--- src/rtl/cpu_pipe_pkg.sv ---
// Shared constants for the five-stage MIPS pipeline: CP0 exception codes,
// handler entry address and the NOP encoding used for bubbles and flushes.
package cpu_pipe_pkg;

  localparam int EXC_W_DEFAULT = 5;

  localparam logic [EXC_W_DEFAULT-1:0] EXC_NONE    = 5'd0;
  localparam logic [EXC_W_DEFAULT-1:0] EXC_INT     = 5'd0;
  localparam logic [EXC_W_DEFAULT-1:0] EXC_ADEL    = 5'd4;
  localparam logic [EXC_W_DEFAULT-1:0] EXC_ADES    = 5'd5;
  localparam logic [EXC_W_DEFAULT-1:0] EXC_SYSCALL = 5'd8;
  localparam logic [EXC_W_DEFAULT-1:0] EXC_RI      = 5'd10;
  localparam logic [EXC_W_DEFAULT-1:0] EXC_OV      = 5'd12;

  localparam logic [31:0] HANDLER_PC_DEFAULT = 32'h0000_4180;
  localparam logic [31:0] NOP_INSTR          = 32'h0000_0000;

endpackage

--- src/rtl/pipe_stage_reg_sat_counter.sv ---
// Saturating up-counter: sticks at all-ones, cleared only by reset.
module sat_counter #(
  parameter int W = 16
) (
  input  logic         clk,
  input  logic         reset,
  input  logic         i_inc,
  output logic [W-1:0] o_count
);

  logic [W-1:0] r_count;

  always_ff @(posedge clk) begin
    if (reset) begin
      r_count <= '0;
    end else if (i_inc && (r_count != {W{1'b1}})) begin
      r_count <= r_count + 1'b1;
    end
  end

  assign o_count = r_count;

endmodule

--- src/rtl/pipe_stage_reg.sv ---
// Generic inter-stage pipeline register with stall, bubble (keeping pc/BD for
// EPC), flush to the exception handler, exception merge and perf counters.
module pipe_stage_reg
  import cpu_pipe_pkg::*;
#(
  parameter int          PAYLOAD_W  = 107,
  parameter int          EXC_W      = 5,
  parameter logic [31:0] HANDLER_PC = HANDLER_PC_DEFAULT,
  parameter int          CNT_W      = 16
) (
  input  logic                 clk,
  input  logic                 reset,
  input  logic                 flush,
  input  logic                 stall,
  input  logic                 bubble,
  input  logic                 in_valid,
  input  logic [31:0]          in_instr,
  input  logic [31:0]          in_pc,
  input  logic                 in_isbd,
  input  logic [EXC_W-1:0]     in_exc,
  input  logic [EXC_W-1:0]     local_exc,
  input  logic [PAYLOAD_W-1:0] in_payload,
  output logic                 out_valid,
  output logic [31:0]          out_instr,
  output logic [31:0]          out_pc,
  output logic                 out_isbd,
  output logic [EXC_W-1:0]     out_exc,
  output logic [PAYLOAD_W-1:0] out_payload,
  output logic [CNT_W-1:0]     bubble_cnt,
  output logic [CNT_W-1:0]     flush_cnt
);

  localparam logic [EXC_W-1:0] W_EXC_NONE = EXC_W'(EXC_NONE);

  logic                 r_valid;
  logic [31:0]          r_instr;
  logic [31:0]          r_pc;
  logic                 r_isbd;
  logic [EXC_W-1:0]     r_exc;
  logic [PAYLOAD_W-1:0] r_payload;

  logic             w_bubble_ld;
  logic [EXC_W-1:0] w_merged_exc;

  assign w_bubble_ld = !flush && !stall && bubble;

  // Earliest stage's exception wins; a non-instruction never carries one.
  always_comb begin
    w_merged_exc = W_EXC_NONE;
    if (in_valid) begin
      w_merged_exc = (in_exc != W_EXC_NONE) ? in_exc : local_exc;
    end
  end

  always_ff @(posedge clk) begin
    if (reset) begin
      r_valid   <= 1'b0;
      r_instr   <= '0;
      r_pc      <= '0;
      r_isbd    <= 1'b0;
      r_exc     <= '0;
      r_payload <= '0;
    end else if (flush) begin
      r_valid   <= 1'b0;
      r_instr   <= NOP_INSTR;
      r_pc      <= HANDLER_PC;
      r_isbd    <= 1'b0;
      r_exc     <= W_EXC_NONE;
      r_payload <= '0;
    end else if (!stall) begin
      if (bubble) begin
        r_valid   <= 1'b0;
        r_instr   <= NOP_INSTR;
        r_pc      <= in_pc;
        r_isbd    <= in_isbd;
        r_exc     <= W_EXC_NONE;
        r_payload <= '0;
      end else begin
        r_valid   <= in_valid;
        r_instr   <= in_instr;
        r_pc      <= in_pc;
        r_isbd    <= in_isbd;
        r_exc     <= w_merged_exc;
        r_payload <= in_payload;
      end
    end
  end

  sat_counter #(.W(CNT_W)) u_bubble_cnt (
    .clk    (clk),
    .reset  (reset),
    .i_inc  (w_bubble_ld),
    .o_count(bubble_cnt)
  );

  sat_counter #(.W(CNT_W)) u_flush_cnt (
    .clk    (clk),
    .reset  (reset),
    .i_inc  (flush),
    .o_count(flush_cnt)
  );

  assign out_valid   = r_valid;
  assign out_instr   = r_instr;
  assign out_pc      = r_pc;
  assign out_isbd    = r_isbd;
  assign out_exc     = r_exc;
  assign out_payload = r_payload;

endmodule

--- config.mk ---
export PLATFORM = sky130hd
export DESIGN_NAME = pipe_stage_reg
export DESIGN_NICKNAME = d
export VERILOG_FILES = /design/src/rtl/cpu_pipe_pkg.sv /design/src/rtl/pipe_stage_reg_sat_counter.sv /design/src/rtl/pipe_stage_reg.sv
export SDC_FILE = /design/constraint.sdc
export NUM_CORES = 1
export LEC_CHECK = 0
export BUFFER_PORTS_ARGS = -buffer_cell sky130_fd_sc_hd__buf_2
export CORE_AREA = 4 4 152 154
export DETAILED_ROUTE_END_ITERATION = 6
export DIE_AREA = 0 0 156 158
export HOLD_SLACK_MARGIN = 0.12
export PLACE_DENSITY = 0.68
export SETUP_SLACK_MARGIN = 0.02
export SLEW_MARGIN = 25
export SYNTH_ARGS = -nofsm -noshare
export SYNTH_HDL_FRONTEND = slang
export SYNTH_HIERARCHICAL = 1
export SYNTH_SLANG_ARGS = --single-unit
--- constraint.sdc ---
create_clock -name clk -period 2.05 [get_ports clk]
set_input_delay 0.205 -clock clk [delete_from_list [all_inputs] [get_ports clk]]
set_output_delay 0.205 -clock clk [all_outputs]
set_load 0.1 [all_outputs]
# [Yosys cells after proc, flatten, opt, wreduce, memory -nomap -nowiden]
# Cells that the tools add are included.
[op_classes] n_addsub=2 eq_ne=3 n_mux=8 reduce_logical=8
[op_table] operator="2-to-1 mux 107 bit" count=1
[op_table] operator="adder 16 x 1 -> 16 bit (second input constant)" count=2
[op_table] operator="2-to-1 mux 32 bit" count=1
[op_table] operator="!= test 16 bit (second input constant)" count=2
[op_table] operator="2-to-1 mux 15 bit" count=2
[op_table] operator="2-to-1 mux 5 bit" count=3
[op_table] operator="nonzero test 5 bit" count=1
[op_table] operator="logical AND 1 bit" count=4
[op_table] operator="logical NOT 1 bit" count=2
[op_table] operator="!= test 2 bit (second input constant)" count=1
[op_table] operator="OR reduction 2 bit" count=1
[op_table] operator="2-to-1 mux 1 bit" count=1
[totals] regBits=210 out_inout_bits=210 elab_cells=30

# [Longest topological paths before layout]
[depth] word_depth=4 ltp_mapped=8 ltp_nobuf=5

# [By module]
# Netlist, hierarchy kept.
[modules_own_cells] module="pipe_stage_reg" n_inst=1 cells_each=610 area_each_um2=6129.6 seq_area_each_um2=3563.4
[modules_own_cells] module="sat_counter" n_inst=2 cells_each=99 area_each_um2=848.3 seq_area_each_um2=320.3

# [Worst setup path before layout]
# Ideal clock, no wire load.
[synth_path] path_type="flip-flop to flip-flop" startpoint="register u_bubble_cnt.r_count[10], in the netlist u_bubble_cnt/o_count[10]" endpoint="register u_bubble_cnt.r_count[15], in the netlist u_bubble_cnt/o_count[15]" setup_time_ns=0.070 t_arrival_ns=2.284 slack_ns=-0.304 path_stages_with_launch=5 path_cell_list="dfxtp_1 nand3_1 or4_1 or4_1 a21oi_1"
[synth_via] elab_chain_len=2 elab_cells_between_ends=3 classes_between="add/sub (1); eq/ne (1); reduce/logical (1)"
[synth_rtl] item="start, declared" line_no="pipe_stage_reg_sat_counter.sv:11" rtl="logic [W-1:0] r_count;"
[synth_rtl] item="start signal, assigned" line_no="pipe_stage_reg_sat_counter.sv:17" rtl="r_count <= r_count + 1'b1;"
[synth_rtl] item="branches (longest 2 deep; another with adder 16 x 1 -> 16 bit)"
# Several ways; the timed one is not identified.
# A chain may end at the register's enable or synchronous reset.

# [Worst setup path after layout]
[layout_path] startpoint="input port flush" endpoint="register u_bubble_cnt.r_count[11], in the netlist u_bubble_cnt/o_count[11]"
[layout_via] elab_chain_len=4
[layout_rtl] item="start, declared" line_no="pipe_stage_reg.sv:13" rtl="input logic flush,"
[layout_rtl] item="logical NOT 1 bit" line_no="pipe_stage_reg.sv:45" rtl="assign w_bubble_ld = !flush && !stall && bubble;"
[layout_rtl] item="logical AND 1 bit (2 in series)" line_no="pipe_stage_reg.sv:45"
[layout_rtl] item="net w_bubble_ld" line_no="pipe_stage_reg.sv:42" rtl="logic w_bubble_ld;"
[layout_rtl] item="logical AND 1 bit" line_no="pipe_stage_reg_sat_counter.sv:16" rtl="end else if (i_inc && (r_count != {W{1'b1}})) begin"
# The timed path passes the listed nets, and every way through them passes these cells.

==> impl_metrics.csv <==
group,metric,value,unit
sta,worstMarginPinSlew,0.859,ns
synth,seq_area_frac_synth,53.7,%
synth,synth_fp_nets,998,
synth,ys_types,40,
min_path,hold_depth,5,
die,pin_count,398,
global_routing,grt_pass1_wl,43.4,mm
final_layout,multiInputGateArea,3210,µm²
placed_design,dp_hpwl,17.6,mm
clock_tree,clock_sinks,210,
setup_path,crit_chain,"dlygate4sd3_1 > buf_2 > nor3b_2 > nand2_1 > nor4bb_1 > mux2_2",
sta,finalHoldViolations,0,
sta,finalMaxSlewViolations,0,
setup_path,worst_path_max_delay_cell,"dlygate4sd3_1",
sta,finalSetupTns,0,ns
synth,synth_largest_area_cell,"dfxtp_1",
final_layout,fin_cells,1663,
clock_tree,cts_buffers,23,
clock_tree,cts-root-buf,"clkbuf_16",
setup_path,cp-end-kind,"flop",
synth,synth_area_leaders,"dfxtp_1 (54%), a22oi_1 (13%), nor2_1 (8.4%)",
final_layout,syn_to_final_growth,61.4,%
setup_path,critPathArrivalTime,2.18,ns
die,die_h,158,µm
sta,finalCriticalPeriod,1.79,ns
die,core,21700,µm²
final_layout,register_area,4240,µm²
synth,synth_edf_count,0,
power,intPower,7230,µW
die,num_rows,54,
die,die_x,156,µm
clock_tree,clk_path_buf_depth,3,
setup_path,required,2.44,ns
drt,num_vias,8494,
setup_path,max_stage_delay,0.53,ns
drt,drtIter0Drc,505,
power,clkPwrFrac,41.3,%
min_path,hold_end,"u_bubble_cnt/o_count[1]$_SDFFE_PP0P_",
die,initial_core_util,36.1,%
power,switching_share,27.2,%
global_routing,antenna_found_initial,0,
synth,netlist_instances,808,
min_path,hold_path_class,"input port to flop",
synth,synth_xor_area_share,0.448,%
setup_path,worstSetupPathType,"input port to flop",
setup_path,reg2reg_to,"u_bubble_cnt/o_count[13]$_SDFFE_PP0P_",
power,leakagePower,0.00577,µW
final_layout,final_cell_mix,"buf_2 (396), dlygate4sd3_1 (187), dfxtp_1 (178)",
global_routing,grt_max_degree,102,
power,power_density,785,nW/µm²
sta,max_freq,558,MHz
global_routing,grt.overflow.total,0,
power,pwr-share-seq,42.5,%
synth,ys.flop_type,"dfxtp_1",
die,die_area,24600,µm²
outcome,status,"completed",
synth,async_reset_ff_share,0,%
setup_path,crit_path_max_fanout,13,
synth,ys_ff_latch,210,
final_layout,drive_gt1_share,36.1,%
drt,drc,0,
clock_tree,post_cts_resized,0,
sta,layout_setup_ws,0.257,ns
sta,relSlewSlack,42.7,%
sta,setup_violations,0,
placed_design,dp_slack,0.329,ns
placed_design,place.gp.congestion,0.818,
power,power.total,9920,µW
synth,synthAdderAreaFrac,0.320,%
final_layout,final_common_cell,"buf_2",
setup_path,cp-start-kind,"input port",
placed_design,place_inst,1439,
drt,drt-wirelength-per-cell,17.2,µm
placed_design,port_buffers,397,
run,cap_violations,0,
clock_tree,clkLatencyLatePin,0.50,ns
power,max-vdd-ir-drop,0.000547,V
synth,netlist.area_leader.share,53.7,%
drt,ant_nets,0,
placed_design,place_area,10000,µm²
synth,ys_warn_count,6,
final_layout,fin_area,12600,µm²
sta,timing.final.crit_share,87.4,%
synth,synth_mux_area_share,4.38,%
clock_tree,cts_tree,"yes",
clock_tree,htreeDepth,1,
min_path,holdCritStartpoint,"stall",
setup_path,r2r_slack,0.32,ns
global_routing,grt_pass1_vias,8345,
synth,yosys.area_share.simple,17.8,%
synth,synth_compound_area_share,18.0,%
setup_path,reg2reg_depth,6,
drt,via_per_inst,5.11,
synth,syn_area,7830,µm²
final_layout,nNetsFinal,1561,
power,p_comb_share,16.3,%
sta,fin_skew,0.00407,ns
setup_path,timing.rr.start,"u_bubble_cnt/o_count[0]$_SDFFE_PP0P_",
drt,dr.pass1.iters,5,
clock_tree,clk_pin_slew,0.06,ns
synth,synth.avg_cell_area,9.69,µm²
power,p_sw,2700,µW
global_routing,gr-usage-all-layers,21.2,%
synth,synth_top_family_by_area,"compound AO/OA/AOI/OAI gates",
final_layout,diodes,0,
drt,routed_wl,28.6,mm
sta,rsz0062_at_grt,"false",
final_layout,nFillCells,1760,
-- sequential cells by signal (all words and copies together) (netlist names) --
signal	count
out_exc	5
out_instr	32
out_isbd	1
out_payload	107
out_pc	32
out_valid	1
u_bubble_cnt/o_count	16
u_flush_cnt/o_count	16
-- worst max-delay path, delay by kind of cell --
kind | cells | cell delay [ns]
muxes | 1 | 0.38
buffers and inverters | 2 | 0.74
and+or+nand+nor | 3 | 0.85
-- worst max path at each step --
stage / cells past startpoint / to / slack (ns) / startpoint
2_1_floorplan: 4 / u_bubble_cnt/o_count[15]$_SDFFE_PP0P_ / 0.07 / u_bubble_cnt/o_count[10]$_SDFFE_PP0P_
4_1_cts: 6 / u_bubble_cnt/o_count[11]$_SDFFE_PP0P_ / 0.31 / flush
3_3_place_gp: 6 / u_flush_cnt/o_count[11]$_SDFFE_PP0P_ / 0.37 / u_flush_cnt/o_count[0]$_SDFFE_PP0P_
3_5_place_dp: 6 / u_bubble_cnt/o_count[13]$_SDFFE_PP0P_ / 0.33 / u_bubble_cnt/o_count[0]$_SDFFE_PP0P_
5_1_grt: 6 / u_bubble_cnt/o_count[11]$_SDFFE_PP0P_ / 0.16 / flush
6_report: 6 / u_bubble_cnt/o_count[11]$_SDFFE_PP0P_ / 0.26 / flush
-- power by group through the flow --
stage / sequential [µW] / clock, µW / combinational, µW
2_1_floorplan: 4900 / 0 / 352
3_3_place_gp: 4290 / 0 / 1300
3_5_place_dp: 4300 / 0 / 1300
4_1_cts: 4210 / 4200 / 1590
5_1_grt: 4220 / 4380 / 1700
6_report: 4210 / 4090 / 1620
-- synth_stat cells (all sizes together) (7+ instances only) --
| master | count |
|---|---|
| dfxtp | 210 |
| nor2 | 187 |
| a22oi | 139 |
| buf | 50 |
| mux2i | 32 |
| a21oi | 22 |
| nand3 | 18 |
| nand2 | 14 |
| or4 | 14 |
| clkbuf | 13 |
| o21ai | 13 |
| o31ai | 12 |
| inv | 10 |
| nor3 | 10 |
| nand4 | 8 |
| nor2b | 7 |
| nor4 | 7 |
-- logic make-up after synthesis --
family,count (synthesis)
and+or+nand+nor,286
xor gates and xnor gates,4
buffers and inverters,73
DFF,210
muxes,34
adders and majority gates,2
AOI/OAI and AO/OA,199
-- area by class of cell --
class                   count  area share, %
flip-flops and latches    210           33.6
well taps                 280           2.77
clock buffers              30           4.92
repair buffers            601           32.1
clock inverters             7          0.901
multi-input cells         525           25.4
inverters                  10          0.297
-- through the flow --
stage	util (%)	hold WS (ns)
floorplan	-	0.277
global placement	46.2	0.433
detailed placement	46.2	0.443
CTS	58.2	0.127
global route	58.2	0.152
finish	58.2	0.146
-- routing by layer --
layer	vias to the layer above	part of all wire [%]	global-route usage, %
li1	4045	-	-
met1	3986	37	24.1
met2	400	52	39.3
met3	63	8.6	5.17
met4	0	2.3	6.17
met5	-	0	0
-- what timing repair did --
action	CTS	global route
hold endpoints to repair	188	0
hold buffers	187	0
setup buffers	0	0
No activity file was read; power rests on OpenSTA's default activity.
